**src/rtl/fp_add_pkg.sv**
```systemverilog
// Shared types for the FP adder pipeline: align-stage payload, skid-buffer state
// encoding and the occupancy decode used by the elastic registers.
package fp_add_pkg;

    localparam int OCC_W     = 2;
    localparam int FP_MANT_W = 32;
    localparam int FP_DIFF_W = 8;

    typedef struct packed {
        logic [FP_MANT_W-1:0] ma;
        logic [FP_MANT_W-1:0] me;
        logic [FP_DIFF_W-1:0] diff;
    } align_payload_t;

    typedef enum logic [1:0] {
        S_EMPTY = 2'd0,
        S_ONE   = 2'd1,
        S_FULL  = 2'd2
    } skid_state_t;

    function automatic logic [OCC_W-1:0] occ_of(input skid_state_t s);
        case (s)
            S_ONE:   return 2'd1;
            S_FULL:  return 2'd2;
            default: return 2'd0;
        endcase
    endfunction

endpackage

```
**src/rtl/fp_align_skid_reg.sv**
```systemverilog
// Elastic 2-entry skid register between exponent-compare and mantissa-align.
// Both handshake outputs decode straight from the state register, so in_ready is registered.
module fp_align_skid_reg
    import fp_add_pkg::*;
#(
    parameter int N             = FP_MANT_W,
    parameter int E             = FP_DIFF_W,
    parameter bit ZERO_ON_EMPTY = 1'b0
) (
    input  logic             clk,
    input  logic             reset,
    input  logic             flush,
    input  logic             in_valid,
    output logic             in_ready,
    input  logic [N-1:0]     d_ma,
    input  logic [N-1:0]     d_me,
    input  logic [E-1:0]     d_diff_expo,
    output logic             out_valid,
    input  logic             out_ready,
    output logic [N-1:0]     q_ma,
    output logic [N-1:0]     q_me,
    output logic [E-1:0]     q_diff_expo,
    output logic [OCC_W-1:0] occupancy
);

    typedef struct packed {
        logic [N-1:0] ma;
        logic [N-1:0] me;
        logic [E-1:0] diff;
    } payload_t;

    skid_state_t state_q, state_d;
    payload_t    head_q, skid_q, d_in, q_out;
    logic        push, pop;
    logic        head_load, head_from_skid, skid_load;

    assign d_in      = '{ma: d_ma, me: d_me, diff: d_diff_expo};
    assign in_ready  = (state_q != S_FULL);
    assign out_valid = (state_q != S_EMPTY);
    assign occupancy = occ_of(state_q);
    assign push      = in_valid & in_ready;
    assign pop       = out_valid & out_ready;

    // NOTE: every always_comb output gets a default first so no path can infer a latch.
    always_comb begin
        state_d        = state_q;
        head_load      = 1'b0;
        head_from_skid = 1'b0;
        skid_load      = 1'b0;
        if (flush) begin
            // Flush wins: an accepted push is dropped, a pop still completes downstream.
            state_d = S_EMPTY;
        end else begin
            case (state_q)
                S_EMPTY: begin
                    if (push) begin
                        state_d   = S_ONE;
                        head_load = 1'b1;
                    end
                end
                S_ONE: begin
                    if (push && pop) begin
                        head_load = 1'b1;
                    end else if (push) begin
                        state_d   = S_FULL;
                        skid_load = 1'b1;
                    end else if (pop) begin
                        state_d = S_EMPTY;
                    end
                end
                S_FULL: begin
                    if (pop) begin
                        state_d        = S_ONE;
                        head_from_skid = 1'b1;
                    end
                end
                default: state_d = S_EMPTY;
            endcase
        end
    end

    // NOTE: sequential state uses non-blocking assignments so all registers update from pre-edge values.
    always_ff @(negedge clk or posedge reset) begin
        if (reset) state_q <= S_EMPTY;
        else       state_q <= state_d;
    end

    // NOTE: the payload registers are reset because q_* must read zero straight out of reset.
    always_ff @(negedge clk or posedge reset) begin
        if (reset) begin
            head_q <= '0;
            skid_q <= '0;
        end else begin
            if (head_from_skid) head_q <= skid_q;
            else if (head_load) head_q <= d_in;
            if (skid_load)      skid_q <= d_in;
        end
    end

    assign q_out       = (ZERO_ON_EMPTY && !out_valid) ? '0 : head_q;
    assign q_ma        = q_out.ma;
    assign q_me        = q_out.me;
    assign q_diff_expo = q_out.diff;

endmodule

```
**config.mk**
```make
export PLATFORM = sky130hd
export DESIGN_NAME = fp_align_skid_reg
export DESIGN_NICKNAME = d
export VERILOG_FILES = /design/src/rtl/fp_add_pkg.sv /design/src/rtl/fp_align_skid_reg.sv
export SDC_FILE = /design/constraint.sdc
export NUM_CORES = 1
export LEC_CHECK = 0
export BUFFER_PORTS_ARGS = -buffer_cell sky130_fd_sc_hd__buf_4
export CAP_MARGIN = 20
export CORE_ASPECT_RATIO = 1.4
export CORE_MARGIN = 5
export CORE_UTILIZATION = 54
export CTS_CLUSTER_DIAMETER = 100
export CTS_CLUSTER_SIZE = 12
export DETAILED_ROUTE_END_ITERATION = 6
export PLACE_DENSITY_LB_ADDON = 0.25
export SYNTH_ARGS = -nofsm -noshare
export SYNTH_HDL_FRONTEND = slang
export SYNTH_SLANG_ARGS = --single-unit
```
**constraint.sdc**
```tcl
create_clock -name clk -period 5.8 [get_ports clk]
set_clock_uncertainty 0.15 [all_clocks]
set_input_delay 0.29 -clock clk [delete_from_list [all_inputs] [get_ports clk]]
set_output_delay 0.29 -clock clk [all_outputs]
set_load 0.05 [all_outputs]
```
Word-level counts from Yosys, hierarchy flattened
Index checks and enable logic that the tools add are counted.

Multipliers: 0. Equality and inequality tests: 7. Reduce and logical (&&, ||, !) cells: 5. Mux-type cells: 20. Divide/modulo/power cells: 0. Shifts and indexed selects: 0. Bitwise operators: 2. $lt $le $gt $ge: 0. $add $sub $neg: 0.

Operators with widths (number): two-way mux 72 bit (2); two-way mux 2 bit (6); two-way mux 1 bit (9); != test 3 bit (second input constant) (3); one-hot mux 2 bit (3 select lines) (1); != test 4 bit (second input constant) (1); one-hot mux 2 bit (2 select lines) (1); AND reduction 4 bit (1); nonzero test 2 bit (2); AND 1 bit (2); == test 2 x 1 -> 1 bit (second input constant) (1); == test 2 bit (second input constant) (1); zero test 2 bit (1); != test 2 bit (second input constant) (1); one-hot mux 1 bit (2 select lines) (1); logical AND 1 bit (1).

Flip-flop bits (word level): 146. Bits of input ports: 77. Latch bits: 0. Bits in read-only memories: 0. Memory bits (writable): 0. Memories: 0. Output and inout port bits: 76.

Depth between registers and ports, before layout
Depth after elaboration: 8. Mapped depth: 6. Mapped depth without buffers: 3.

==> impl_metrics.toml <==
[clocking]
worst_setup_hold_path_clk_slew_ns = 0.04
tritoncts.num_buffers = 17
ctsLongestPathBuffers = 2
post-cts-setup-buffer-count = 0
holdBufCountCts = 0
tritoncts_num_sinks = 146
cts_root_buffer = "sky130_fd_sc_hd__clkbuf_16"
h-tree-depth = 4
tritoncts = "done"
clock_latency_ns = 0.39
cts-resized-gates = 0

[routing]
drt_iter0_drc = 95
via_count = 3899
routed_via_density = 5.38
wire_length_per_cell_um = 18.6
detailedRoute.firstPassIterationCount = 4
routed_wirelength_mm = 13.5
post-route-drc-count = 0
detail-route-antenna-nets = 0

[cells_and_area]
nets = 643
antennaDiodeCount = 0
fin_area_um2 = 8290
drive_above_1_share_pct = 71.1
layout-area-overhead-vs-synth_pct = 28.6

[global_route]
first_global_vias = 4367
grtUsageTotal_pct = 19.8
remaining_overflow_grt = 0
grt_start_max_net_pins = 56
initial_antenna_violation_count = 0
grt_pass1_wl_mm = 22.0

[logic_synthesis]
post_synthesis_net_count = 489
synth_seq_cells = 146
netlist_area_um2 = 6450
post_synth_main_area_contributors = "sky130_fd_sc_hd__dfrtn_1, sky130_fd_sc_hd__mux2_2, sky130_fd_sc_hd__buf_6, sky130_fd_sc_hd__buf_4, sky130_fd_sc_hd__buf_2"
yosysMostFrequentCell = "sky130_fd_sc_hd__mux2_2"
postSynthAreaPerCell_um2 = 15.6
synth_top_area_share_pct = 56.7
ys_async_sr_fraction_pct = 100
synth_enable_flop_cells = 0
synth-seq-area-share_pct = 56.7
ys.warnings.count = 0
synth_cell_type_count = 22
yosys.area.top_type = "sky130_fd_sc_hd__dfrtn_1"
dominantRegCellSynth = "sky130_fd_sc_hd__dfrtn_1"
post_synth_most_frequent_cells = "sky130_fd_sc_hd__mux2_2, sky130_fd_sc_hd__dfrtn_1, sky130_fd_sc_hd__buf_2"
synthCells = 412

[worst_setup_path]
r2r_end = "q_ma[15]$_DFFE_NP0P_"
crit_end_element = "primary output"
critical_path_peak_fanout = 9
worst_ep_required_time_ns = 5.36
worst_path_arrival_ns = 4.39
worstSetupPathType = "register to primary output"
critical_path.reg2reg.startpoint = "state_q[0]$_DFFE_NP0P_"
setup.worst_path.start_class = "register"
rrSetupSlack_ns = 3.51
ff2ff_path_depth = 4

[power]
power_internal_w = 0.00236
seq_power_share_pct = 41.2
power.share.switching_pct = 32.0
power-per-cell-area_nw_per_um2 = 418
power_frac_clock_pct = 31.2
static-leakage-power_nw = 3.80
p_total_w = 0.00347
net-switching-power_w = 0.00111
combPwrFrac_pct = 27.6
ir_worst_vdd_uv = 249

[run_status]
status = "finished clean"

[worst_hold_path]
hold_depth = 2
min_to = "q_diff_expo[2]$_DFFE_NP0P_"
worstHoldPathType = "register to register"
hold_path.startpoint = "skid_q[2]$_DFFE_NP0P_"

[die]
die_y_um = 139
floorplan.die.width_um = 102
fp.dieArea_um2 = 14300
ioPinCount = 153
start_util_pct = 54.8
placementRows = 47
area_of_the_core_region_um2 = 11800

[placed_design]
post-dp-hpwl_mm = 9.23
placed_cell_area_um2 = 7700
place_ws_ns = 0.831
numPortBuffers = 152
place_congestion = 0.722

[flow_run]
maxCapViolCount = 0

[sta]
finalMaxSlewViolations = 0
report.final.setup_viol = 0
grt_setup_unrepaired = "false"
post-route-worst-setup-slack_ns = 0.975
timing.setup.tns_ns = 0
tightest_slew_ns = 0.529
timing.max_slew.rel_slack_pct = 64.7
hold_violations = 0
==> routing by layer <==
layer  up-vias  routed length (µm)  track usage, %
met1      1993                5410            24.3
li1       1794                   -               -
met3        11                 839            6.51
met5         -                   0               0
met4         0                 150            5.60
met2       101                7050            33.1
==> worst max-delay path by stage <==
stage               depth (start not counted)                   end                   start  slack (ns)
CTS                                         3              in_ready  state_q[1]$_DFFE_NP0P_        0.96
floorplan                                   3              in_ready  state_q[1]$_DFFE_NP0P_        0.69
finish                                      3              in_ready  state_q[1]$_DFFE_NP0P_        0.97
global route                                3              in_ready  state_q[1]$_DFFE_NP0P_        0.88
detailed placement                          5  q_me[12]$_DFFE_NP0P_                   flush        0.83
global placement                            5   q_me[4]$_DFFE_NP0P_                   flush        0.86
==> per-stage QoR <==
stage	hold WS [ns]	instances	utilization [%]
floorplan	0.254	412	-
global placement	0.273	694	65.5
detailed placement	0.281	694	65.5
CTS	0.282	725	70.5
global route	0.304	725	70.5
finish	0.276	725	70.5
==> critical path, stage by stage (launching register included) <==
cell,delay (ns)
sky130_fd_sc_hd__dfrtn_1,0.60
sky130_fd_sc_hd__nor2b_1,0.23
sky130_fd_sc_hd__inv_1,0.08
sky130_fd_sc_hd__buf_4,0.20
==> final cells by class <==
class / instances / area (µm²)
clock buffer: 17 / 425
inverter: 2 / 11.3
clock inverter: 14 / 166
tap: 147 / 184
timing repair buffer: 160 / 1240
multi-input combinational: 239 / 2610
sequential: 146 / 3650
fill: 871 / 3470
==> cell usage in the layout, fill, tap and decap left out <==
cell | netlist | routed
sky130_fd_sc_hd__dfrtn_1 | 146 | 146
sky130_fd_sc_hd__nand2_4 | 0 | 1
sky130_fd_sc_hd__o21ba_2 | 1 | 1
sky130_fd_sc_hd__clkinv_2 | 0 | 4
sky130_fd_sc_hd__o311ai_0 | 2 | 2
sky130_fd_sc_hd__nand2_1 | 4 | 3
sky130_fd_sc_hd__or2_2 | 1 | 1
sky130_fd_sc_hd__o31ai_1 | 1 | 1
sky130_fd_sc_hd__clkinvlp_4 | 0 | 5
sky130_fd_sc_hd__nor2_1 | 1 | 1
sky130_fd_sc_hd__mux2i_1 | 1 | 1
sky130_fd_sc_hd__inv_1 | 2 | 1
sky130_fd_sc_hd__nor2b_1 | 3 | 3
sky130_fd_sc_hd__bufinv_16 | 0 | 3
sky130_fd_sc_hd__buf_4 | 8 | 157
sky130_fd_sc_hd__nand4bb_4 | 0 | 1
sky130_fd_sc_hd__nor3b_2 | 1 | 1
sky130_fd_sc_hd__mux2_2 | 212 | 212
sky130_fd_sc_hd__or3b_2 | 1 | 1
sky130_fd_sc_hd__buf_12 | 0 | 3
sky130_fd_sc_hd__nand2b_1 | 3 | 3
sky130_fd_sc_hd__clkinv_4 | 0 | 3
sky130_fd_sc_hd__nor4bb_1 | 1 | 1
sky130_fd_sc_hd__a21oi_1 | 1 | 1
sky130_fd_sc_hd__clkbuf_16 | 0 | 17
sky130_fd_sc_hd__o32ai_4 | 1 | 1
sky130_fd_sc_hd__nand3_1 | 4 | 4
==> registers in the layout, summed over array words and instances, names as in the netlist <==
name,flops
skid_q,72
q_ma,32
q_me,32
q_diff_expo,8
state_q,2
==> power groups by stage <==
stage               Sequential, W  Combinational (W)  Clock [W]
floorplan                 0.00177           0.000315          0
global placement          0.00142           0.000945          0
detailed placement        0.00144           0.000969          0
CTS                       0.00143           0.000972    0.00111
global route              0.00146            0.00101    0.00115
finish                    0.00143           0.000959    0.00108
==> logic make-up (layout without fill, tap and decap cells) <==
| group | Yosys count | after routing | share of synthesized area (%) |
|---|---|---|---|
| buf+inv | 27 | 193 | 3.14 |
| simple gates | 20 | 20 | 1.94 |
| mux | 213 | 213 | 37.2 |
| flops | 146 | 146 | 56.7 |
| compound gates | 6 | 6 | 1.05 |
No activity file was read; power rests on OpenSTA's default activity.
